--- src/rtl/hpm_counter_unit_if.sv ---
// hpm_counter_unit_if: CSR access port of the HPM counter unit.
// The requester drives the access; the counter unit answers combinationally.
interface hpm_counter_unit_if #(
  parameter int unsigned XLEN = 64
);
  logic            req_i;
  logic [11:0]     addr_i;
  logic            we_i;
  logic [XLEN-1:0] data_i;
  logic [XLEN-1:0] data_o;
  logic            access_err_o;

  modport master (
    output req_i, addr_i, we_i, data_i,
    input  data_o, access_err_o
  );

  modport slave (
    input  req_i, addr_i, we_i, data_i,
    output data_o, access_err_o
  );
endinterface

--- src/rtl/hpm_counter_unit.sv ---
// hpm_counter_unit: machine hardware performance-monitor counters
// (mhpmcounter3 upward), their event selects, mcountinhibit and a
// single-cycle CSR read/write port.
// Optional feature macro: HPM_OVERFLOW_IRQ_EN adds a per-counter overflow
// (OF) bit in mhpmevent bit XLEN-1 and the registered count_irq_o output.
module hpm_counter_unit #(
  parameter int unsigned NumCounters = 6,
  parameter int unsigned NumEvents   = 32,
  parameter int unsigned CntWidth    = 64,
  parameter int unsigned IncWidth    = 2,
  parameter int unsigned XLEN        = 64
) (
  input  logic                               clk_i,
  input  logic                               rst_ni,
  input  logic                               debug_mode_i,
  hpm_counter_unit_if.slave                  csr,
  input  logic [NumEvents-1:0][IncWidth-1:0] events_i,
  output logic                               count_irq_o
);

  localparam int unsigned SelW = (NumEvents > 1) ? $clog2(NumEvents) : 1;

  typedef enum logic [2:0] {
    AccNone,
    AccInhibit,
    AccCntLo,
    AccCntHi,
    AccEvent,
    AccIllegal
  } acc_e;

  logic [NumCounters-1:0][CntWidth-1:0] cnt_q, cnt_d;
  logic [NumCounters-1:0][SelW-1:0]     sel_q, sel_d;
  logic [NumCounters-1:0]               inh_q, inh_d;
  logic                                 run_q, run_d;

  acc_e                                 acc_kind;
  logic [4:0]                           acc_idx;
  logic [NumCounters-1:0]               acc_hit;
  logic [NumCounters-1:0]               cnt_wen;
  logic [NumCounters-1:0]               evt_wen;
  logic [NumCounters-1:0][63:0]         cnt_ext;
  logic [NumCounters-1:0][63:0]         cnt_wr;
  logic [NumCounters-1:0][CntWidth-1:0] inc;
  logic [NumCounters-1:0][CntWidth-1:0] sum;
  logic [63:0]                          wdata64;
  logic [63:0]                          rdata64;
  logic [63:0]                          sel_val;
  logic [SelW-1:0]                      sel_wr;
  logic                                 csr_wr;

`ifdef HPM_OVERFLOW_IRQ_EN
  logic [NumCounters-1:0]               of_q, of_d;
  logic [NumCounters-1:0]               wrap;
  logic                                 irq_q, irq_d;
`endif

  assign wdata64 = 64'(csr.data_i);
  assign csr_wr  = csr.req_i & csr.we_i;

  // The OF bit position is not part of the select value; anything out of
  // range after masking it off is stored as "no event".
  assign sel_val = wdata64 & ~(64'(1) << (XLEN - 1));
  assign sel_wr  = (sel_val < 64'(NumEvents)) ? SelW'(sel_val) : '0;

  // Classify the CSR address and extract the counter slot it targets.
  always_comb begin
    acc_kind = AccIllegal;
    acc_idx  = '0;
    if (!csr.req_i) begin
      acc_kind = AccNone;
    end else if (csr.addr_i == 12'h320) begin
      acc_kind = AccInhibit;
    end else if (csr.addr_i >= 12'hB03 && csr.addr_i <= 12'hB1F) begin
      acc_kind = AccCntLo;
      acc_idx  = 5'(csr.addr_i - 12'hB03);
    end else if (XLEN == 32 && csr.addr_i >= 12'hB83 && csr.addr_i <= 12'hB9F) begin
      acc_kind = AccCntHi;
      acc_idx  = 5'(csr.addr_i - 12'hB83);
    end else if (csr.addr_i >= 12'h323 && csr.addr_i <= 12'h33F) begin
      acc_kind = AccEvent;
      acc_idx  = 5'(csr.addr_i - 12'h323);
    end
  end

  assign csr.access_err_o = (acc_kind == AccIllegal);

  // Per-counter slot match, write enables and merged write value.
  // Slots beyond NumCounters never match, so their writes vanish silently.
  always_comb begin
    acc_hit = '0;
    cnt_wen = '0;
    evt_wen = '0;
    cnt_ext = '0;
    cnt_wr  = '0;
    for (int unsigned k = 0; k < NumCounters; k++) begin
      acc_hit[k] = (32'(acc_idx) == k);
      cnt_wen[k] = csr_wr && acc_hit[k] && (acc_kind == AccCntLo || acc_kind == AccCntHi);
      evt_wen[k] = csr_wr && acc_hit[k] && (acc_kind == AccEvent);
      cnt_ext[k] = 64'(cnt_q[k]);
      if (acc_kind == AccCntHi) begin
        cnt_wr[k] = {wdata64[31:0], cnt_ext[k][31:0]};
      end else if (XLEN == 32) begin
        cnt_wr[k] = {cnt_ext[k][63:32], wdata64[31:0]};
      end else begin
        cnt_wr[k] = wdata64;
      end
    end
  end

  // Per-counter increment and wrapped sum for this cycle.
  always_comb begin
    inc = '0;
    sum = '0;
`ifdef HPM_OVERFLOW_IRQ_EN
    wrap = '0;
`endif
    for (int unsigned k = 0; k < NumCounters; k++) begin
      if (run_q && !debug_mode_i && !inh_q[k] && sel_q[k] != '0) begin
        inc[k] = CntWidth'(events_i[sel_q[k]]);
      end
`ifdef HPM_OVERFLOW_IRQ_EN
      {wrap[k], sum[k]} = {1'b0, cnt_q[k]} + {1'b0, inc[k]};
`else
      sum[k] = cnt_q[k] + inc[k];
`endif
    end
  end

  // CSR read mux; everything reads zero while reset is asserted.
  always_comb begin
    rdata64 = '0;
    for (int unsigned k = 0; k < NumCounters; k++) begin
      case (acc_kind)
        AccInhibit: rdata64[k+3] = inh_q[k];
        AccCntLo:   if (acc_hit[k]) rdata64 = cnt_ext[k];
        AccCntHi:   if (acc_hit[k]) rdata64 = {32'h0, cnt_ext[k][63:32]};
        AccEvent: begin
          if (acc_hit[k]) begin
            rdata64 = 64'(sel_q[k]);
`ifdef HPM_OVERFLOW_IRQ_EN
            rdata64[XLEN-1] = of_q[k];
`endif
          end
        end
        default: ;
      endcase
    end
    if (!rst_ni) begin
      rdata64 = '0;
    end
  end

  assign csr.data_o = rdata64[XLEN-1:0];

  // Next-state: a counter write replaces that counter's increment, and an
  // overflow in the same cycle as an OF write takes priority over it.
  always_comb begin
    cnt_d = cnt_q;
    sel_d = sel_q;
    inh_d = inh_q;
    run_d = 1'b1;
`ifdef HPM_OVERFLOW_IRQ_EN
    of_d  = of_q;
    irq_d = |of_q;
`endif
    for (int unsigned k = 0; k < NumCounters; k++) begin
      cnt_d[k] = cnt_wen[k] ? cnt_wr[k][CntWidth-1:0] : sum[k];
      if (evt_wen[k]) begin
        sel_d[k] = sel_wr;
      end
`ifdef HPM_OVERFLOW_IRQ_EN
      if (evt_wen[k]) begin
        of_d[k] = wdata64[XLEN-1];
      end
      if (wrap[k] && !cnt_wen[k]) begin
        of_d[k] = 1'b1;
      end
`endif
      if (csr_wr && acc_kind == AccInhibit) begin
        inh_d[k] = wdata64[k+3];
      end
    end
  end

  // State registers. run_q stays low through the first edge after reset
  // release so increments on that edge are dropped.
  always_ff @(posedge clk_i or negedge rst_ni) begin
    if (!rst_ni) begin
      cnt_q <= '0;
      sel_q <= '0;
      inh_q <= '0;
      run_q <= 1'b0;
`ifdef HPM_OVERFLOW_IRQ_EN
      of_q  <= '0;
      irq_q <= 1'b0;
`endif
    end else begin
      cnt_q <= cnt_d;
      sel_q <= sel_d;
      inh_q <= inh_d;
      run_q <= run_d;
`ifdef HPM_OVERFLOW_IRQ_EN
      of_q  <= of_d;
      irq_q <= irq_d;
`endif
    end
  end

`ifdef HPM_OVERFLOW_IRQ_EN
  assign count_irq_o = irq_q;
`else
  assign count_irq_o = 1'b0;
`endif

endmodule

--- src/flat_wrapper.sv ---
// flat-port wrapper written by rule: the top's interface ports become plain ports
module hpm_counter_unit_flat 
#(
  parameter int unsigned NumCounters = 6,
  parameter int unsigned NumEvents   = 32,
  parameter int unsigned CntWidth    = 64,
  parameter int unsigned IncWidth    = 2,
  parameter int unsigned XLEN        = 64
)
  (clk_i, rst_ni, debug_mode_i, events_i, count_irq_o, csr_req_i, csr_addr_i, csr_we_i, csr_data_i, csr_data_o, csr_access_err_o);
  hpm_counter_unit_if #(.XLEN(XLEN)) csr_i ();
  input  logic clk_i;
  input  logic rst_ni;
  input  logic debug_mode_i;
  input  logic [NumEvents-1:0][IncWidth-1:0] events_i;
  output logic count_irq_o;
  input wire logic [$bits(csr_i.req_i)-1:0] csr_req_i;
  input wire logic [$bits(csr_i.addr_i)-1:0] csr_addr_i;
  input wire logic [$bits(csr_i.we_i)-1:0] csr_we_i;
  input wire logic [$bits(csr_i.data_i)-1:0] csr_data_i;
  output wire logic [$bits(csr_i.data_o)-1:0] csr_data_o;
  output wire logic [$bits(csr_i.access_err_o)-1:0] csr_access_err_o;
  assign csr_i.req_i = csr_req_i;
  assign csr_i.addr_i = csr_addr_i;
  assign csr_i.we_i = csr_we_i;
  assign csr_i.data_i = csr_data_i;
  assign csr_data_o = csr_i.data_o;
  assign csr_access_err_o = csr_i.access_err_o;
  hpm_counter_unit #(.NumCounters(NumCounters), .NumEvents(NumEvents), .CntWidth(CntWidth), .IncWidth(IncWidth), .XLEN(XLEN)) u_core (.clk_i(clk_i), .rst_ni(rst_ni), .debug_mode_i(debug_mode_i), .csr(csr_i), .events_i(events_i), .count_irq_o(count_irq_o));
endmodule
--- config.mk ---
export PLATFORM = sky130hd
export DESIGN_NAME = hpm_counter_unit_flat
export DESIGN_NICKNAME = d
export VERILOG_FILES = /design/src/rtl/hpm_counter_unit_if.sv /design/src/rtl/hpm_counter_unit.sv /design/src/flat_wrapper.sv
export SDC_FILE = /design/constraint.sdc
export NUM_CORES = 2
export LEC_CHECK = 0
export CAP_MARGIN = 0
export CORE_MARGIN = 10
export CORE_UTILIZATION = 35
export DETAILED_ROUTE_END_ITERATION = 12
export GPL_TIMING_DRIVEN = 0
export MAX_ROUTING_LAYER = met4
export PLACE_DENSITY = 0.52
export SLEW_MARGIN = 40
export SYNTH_ARGS = -nofsm -noshare
export SYNTH_HDL_FRONTEND = slang
export SYNTH_SLANG_ARGS = --single-unit
--- constraint.sdc ---
create_clock -name clk_i -period 4.7 [get_ports clk_i]
set_clock_uncertainty 0.15 [all_clocks]
set_input_delay 0.47 -clock clk_i [delete_from_list [all_inputs] [get_ports clk_i]]
set_output_delay 0.47 -clock clk_i [all_outputs]
set_load 0.01 [all_outputs]
# Word level (Yosys, flattened, before mapping)
# Cells that the tools add are included.
[classes]
addsub = 8
mux = 71
n_bitwise = 1
magnitude_cmp = 11
reduce_logical = 49
n_eq_ne = 17
[ops]
columns = ["op", "n"]
rows = [
  ["$mux 64", 24],
  ["$add 64x2->64", 6],
  ["$pmux 60 s3", 1],
  ["$pmux 59 s3", 1],
  ["$pmux 58 s3", 1],
  ["$pmux 57 s3", 1],
  ["$pmux 56 s3", 1],
  ["$pmux 55 s3", 1],
  ["$lt 63x6->1 const B", 1],
  ["$bmux 2 s5", 6],
  ["$lt 5x6->1 const B", 6],
  ["$logic_and 1x1->1", 34],
  ["$mux 32", 1],
  ["$mux 5", 6],
  ["$reduce_bool 5->1", 6],
  ["$mux 2", 12],
  ["$pmux 1 s4", 6],
  ["$pmux 8 s3", 1],
  ["$pmux 7 s3", 1],
  ["$pmux 6 s3", 1],
  ["$pmux 5 s3", 1],
  ["$eq 12x10->1 const B", 1],
  ["$ge 12x10->1 const B", 1],
  ["$ge 12x12->1 const B", 1],
  ["other kinds (18)", 36],
]
[totals]
reg_bits = 421
output_inout_bits = 66
word_cells = 177
in_bits = 145

# Logic depth before layout (Yosys ltp)
[depth]
depth_word = 20
mapped_depth = 20
ltp_nobuf = 17

# Worst setup path before layout
# Ideal clock, no wire load.
[synth_path]
path_kind = "reg2reg"
start = "reg u_core.sel_q[15] in the netlist's numbering"
end = "reg u_core.cnt_q, in the netlist u_core.cnt_ext[254]"
setup_slack_ps = 152
synth_period_minus_slack_ps = 4548
n_path_buf = 2
path_stages_with_launch = 19
t_required_ps = 4423
setup_ps = 127
arrival_ps = 4272
cell_sequence = "dfrtp_1 -> buf_2 -> clkbuf_1 -> a2111oi_0 -> a311oi_1 -> o21ai_0 -> and3_1 -> nor3_1 -> ha_1 -> inv_1 -> fa_1 -> and4b_1 -> nand3_1 -> or3_1 -> nor2_1 -> nand4_1 -> nor2_1 -> xnor2_1 -> o21ai_0"
[synth_lines]
columns = ["item", "line", "text"]
rows = [
  ["from (decl)", "hpm_counter_unit.sv:33", "logic [NumCounters-1:0][SelW-1:0] sel_q, sel_d;"],
  ["from (signal assigned)", "hpm_counter_unit.sv:200", "sel_q <= sel_d;"],
  ["to (signal assigned)", "hpm_counter_unit.sv:199", "cnt_q <= cnt_d;"],
  ["to (decl)", "hpm_counter_unit.sv:32", "logic [NumCounters-1:0][CntWidth-1:0] cnt_q, cnt_d;"],
]

==> impl_metrics.json <==
{
  "rows": 105,
  "via_per_inst": 5.679,
  "met1_length_mm": 52.22,
  "setup_ws_ns": -0.06392,
  "violations": "negative setup slack",
  "multi_input_area_um2": 18170,
  "num_io_pins": 211,
  "yosys_register_bits": 421,
  "synth_cell_type_count": 85,
  "start_util_pct": 35.42,
  "ant_nets": 0,
  "routed_wl_mm": 118.7,
  "crit_required_ns": 5.00,
  "fillCellCount": 8152,
  "reg2reg_depth": 18,
  "p_leak_nw": 14.94,
  "cts_max_path_buffers": 3,
  "io_buffers": 201,
  "regArea_um2": 10550,
  "dieWidth_um": 308.5,
  "r2r-end": "u_core.cnt_ext[383]",
  "grt_usage_pct": 25.07,
  "cpPeakStageDelay_ns": 0.50,
  "yosysTopAreaCell": "dfrtp_1",
  "cts_tree": "done",
  "power.density_nw_per_um2": 228.1,
  "drv_cap": 0,
  "worst_setup_path_start_kind": "register",
  "grt_first_pass_wirelength_mm": 177.3,
  "drive_gt1_share_pct": 17.02,
  "path_common_cell": "buf_6",
  "place_congestion": 0.9171,
  "yosys.area.top_type_share_pct": 36.17,
  "synth_edf_count": 0,
  "antenna_found_initial": 5,
  "fmax_mhz": 209.9,
  "r2r_start": "u_core.sel_q[25]",
  "critPathMaxFanout": 4,
  "outcome": "finished with violations",
  "overflow": 0,
  "cp-end-kind": "register",
  "cp_slowest_cell": "mux4_2",
  "synth.area.top_cells": "dfrtp_1 (36%), mux4_2 (8.8%), xor2_1 (7.3%)",
  "synth.yosys.seq_area_share_pct": 36.17,
  "dieHeight_um": 308.5,
  "crit_family": "simple AND/OR/NAND/NOR gates",
  "path_class": "reg2reg",
  "syn_nets": 3500,
  "final_cells": 4773,
  "core_area_um2": 82240,
  "dp_cells": 4617,
  "synth.cell_area_um2": 29130,
  "timing.hold.ws_ns": 0.2000,
  "crit_chain": "buf_4 -> buf_6 -> buf_6 -> mux4_2 -> mux4_2 -> nand2b_1 -> a21o_1 -> inv_2 -> ha_4 -> a21oi_4 -> or3_4 -> or3_4 -> nor3_4 -> and4_1 -> buf_6 -> nand4_1 -> xor2_1 -> a21oi_1",
  "rsz0062_at_grt": "yes",
  "rrSetupSlack_ns": -0.06,
  "die-area_um2": 95160,
  "cp_num_buf_inv": 5,
  "wl_per_cell_um": 24.86,
  "post-route-period-util_pct": 101.4,
  "ys_warn_count": 0,
  "power_mw": 8.171,
  "hold_path_class": "in2async",
  "worstMarginPinSlew_ns": 0.8957,
  "vias": 27100,
  "cp.arrival_ns": 5.07,
  "tns_ns": -0.08096,
  "grt_pass1_vias": 26810,
  "final_nets": 3828,
  "insertion_delay_ns": 0.61,
  "ir_drop_mv": 0.2203,
  "routed-wl-met2_mm": 55.45,
  "synthFlopType": "dfrtp_1",
  "relSlewSlack_pct": 40.29,
  "final.min_clock_period_ns": 4.764,
  "grt_start_max_net_pins": 67,
  "syn_to_final_growth_pct": 22.95,
  "top_layer_used": "met4",
  "finalHoldViolCount": 0,
  "synth_common_cells": "nor2_1 (458), a21oi_1 (423), dfrtp_1 (421)",
  "synth.avg_cell_area_um2": 8.734,
  "clockRootBuffer": "clkbuf_16",
  "first_pass_iters": 7,
  "slew_violations": 0,
  "first_iter_violations": 2464,
  "clkSlewWorstSetupHoldPaths_ns": 0.06,
  "cts_num_sinks": 421,
  "dr_wl_met3_mm": 7.197,
  "yosysMostFrequentCell": "nor2_1",
  "setup_violations": 2,
  "syn_inst": 3335,
  "drc": 0,
  "place_hpwl_mm": 88.57,
  "htree_num_levels": 2,
  "cts_inserted_buffers": 50,
  "synth-async-reset-ratio_pct": 100.0
}
==> metal layers <==
layer,vias up,GRT usage [%]
met5,-,-
met4,0,7.340
met3,171,2.905
met2,926,39.49
met1,13530,33.68
li1,12470,-
==> report_power, final <==
part           internal, mW  switching [mW]
logic                 0.235           0.344
clock network          2.28            1.67
registers              3.63         0.00639
total                  6.15            2.02
==> placed cells by master (no fill, tap or decap), types with 9 or more instances in the layout <==
cell type,n
buf_4,83
clkbuf_2,19
mux2_2,72
clkbuf_16,55
xor2_1,242
nor2_1,443
buf_1,9
and3_1,92
buf_2,62
dlygate4sd2_1,57
nand3_1,186
nand4_1,78
xnor2_1,131
o21ai_0,112
nor2_4,12
mux2i_1,13
and4_1,25
clkbuf_8,17
nor3_1,18
nor2b_1,16
a21oi_2,15
inv_1,33
clkinv_2,9
buf_6,18
clkbuf_1,66
a21oi_1,407
and2_1,22
clkdlybuf4s50_1,138
buf_12,10
o21ai_1,15
a22oi_1,66
mux4_2,114
dfrtp_1,413
nand2_1,380
nor4_1,16
==> through the flow <==
step | setup WS [ns] | instance area (um2) | util, %
after CTS | -0.1272 | 35260 | 42.88
after global placement | -17.52 | 32480 | 39.49
after global routing | -0.1551 | 35810 | 43.54
final | -0.06392 | 35810 | 43.55
after detailed placement | -2.260 | 32760 | 39.84
after floorplan | 0.1516 | 29130 | -
==> flip-flops by register name, indices dropped and copies added (netlist names) <==
register	flops
u_core.cnt_ext	384
u_core.sel_q	30
u_core.inh_q	6
u_core.run_q	1
==> worst register-to-register path, stage by stage (launching register included) <==
cell      delay (ns)
dfrtp_2         0.43
buf_4           0.14
buf_6           0.10
buf_6           0.12
mux4_2          0.44
mux4_2          0.50
nand2b_1        0.09
a21o_1          0.17
inv_2           0.06
ha_4            0.27
a21oi_4         0.07
or3_4           0.38
or3_4           0.44
nor3_4          0.25
and4_1          0.26
buf_6           0.12
nand4_1         0.29
xor2_1          0.26
a21oi_1         0.08
==> cell families (layout without fill, tap and decap cells) <==
logic type / Yosys count / after routing / synth area share [%]
flip-flops: 421 / 421 / 36.17
multiplexers: 203 / 203 / 12.20
other: 2 / 4 / 0.02578
AND/OR/NAND/NOR: 1392 / 1392 / 22.63
AO/OA/AOI/OAI: 683 / 683 / 13.06
XOR/XNOR: 376 / 376 / 11.31
buffers and inverters: 238 / 604 / 3.595
adder cells (fa/ha/maj): 20 / 20 / 1.014
==> area by class of cell <==
| type | count | share of cell area [%] |
|---|---|---|
| clock inverter | 10 | 0.1467 |
| clock buffer | 80 | 4.406 |
| multi-input combinational | 2676 | 50.74 |
| timing repair buffer | 289 | 7.829 |
| inverter | 39 | 0.4297 |
| antenna | 2 | 0.01397 |
| sequential | 421 | 29.46 |
| buffer | 186 | 3.239 |
| tap | 1070 | 3.738 |
==> repair_timing <==
item	CTS	global route
setup buffers	44	33
pin swaps	63	50
endpoints found under the hold margin	87	0
cloned	0	0
setup endpoints to repair	338	154
gates resized for setup	234	98
hold buffers	1	0
==> worst max path at each step <==
stage                          start             endpoint  slack (ns)  cells past startpoint
detailed placement     csr_addr_i[0]        csr_data_o[5]       -2.26                     14
global placement              rst_ni  u_core.cnt_ext[273]      -17.52                      1
floorplan           u_core.sel_q[15]  u_core.cnt_ext[254]        0.15                     18
global route        u_core.sel_q[25]  u_core.cnt_ext[380]       -0.16                     20
finish              u_core.sel_q[25]  u_core.cnt_ext[383]       -0.06                     18
CTS                    csr_addr_i[1]       csr_data_o[61]       -0.13                     10
(Power assumes the default switching activity.)
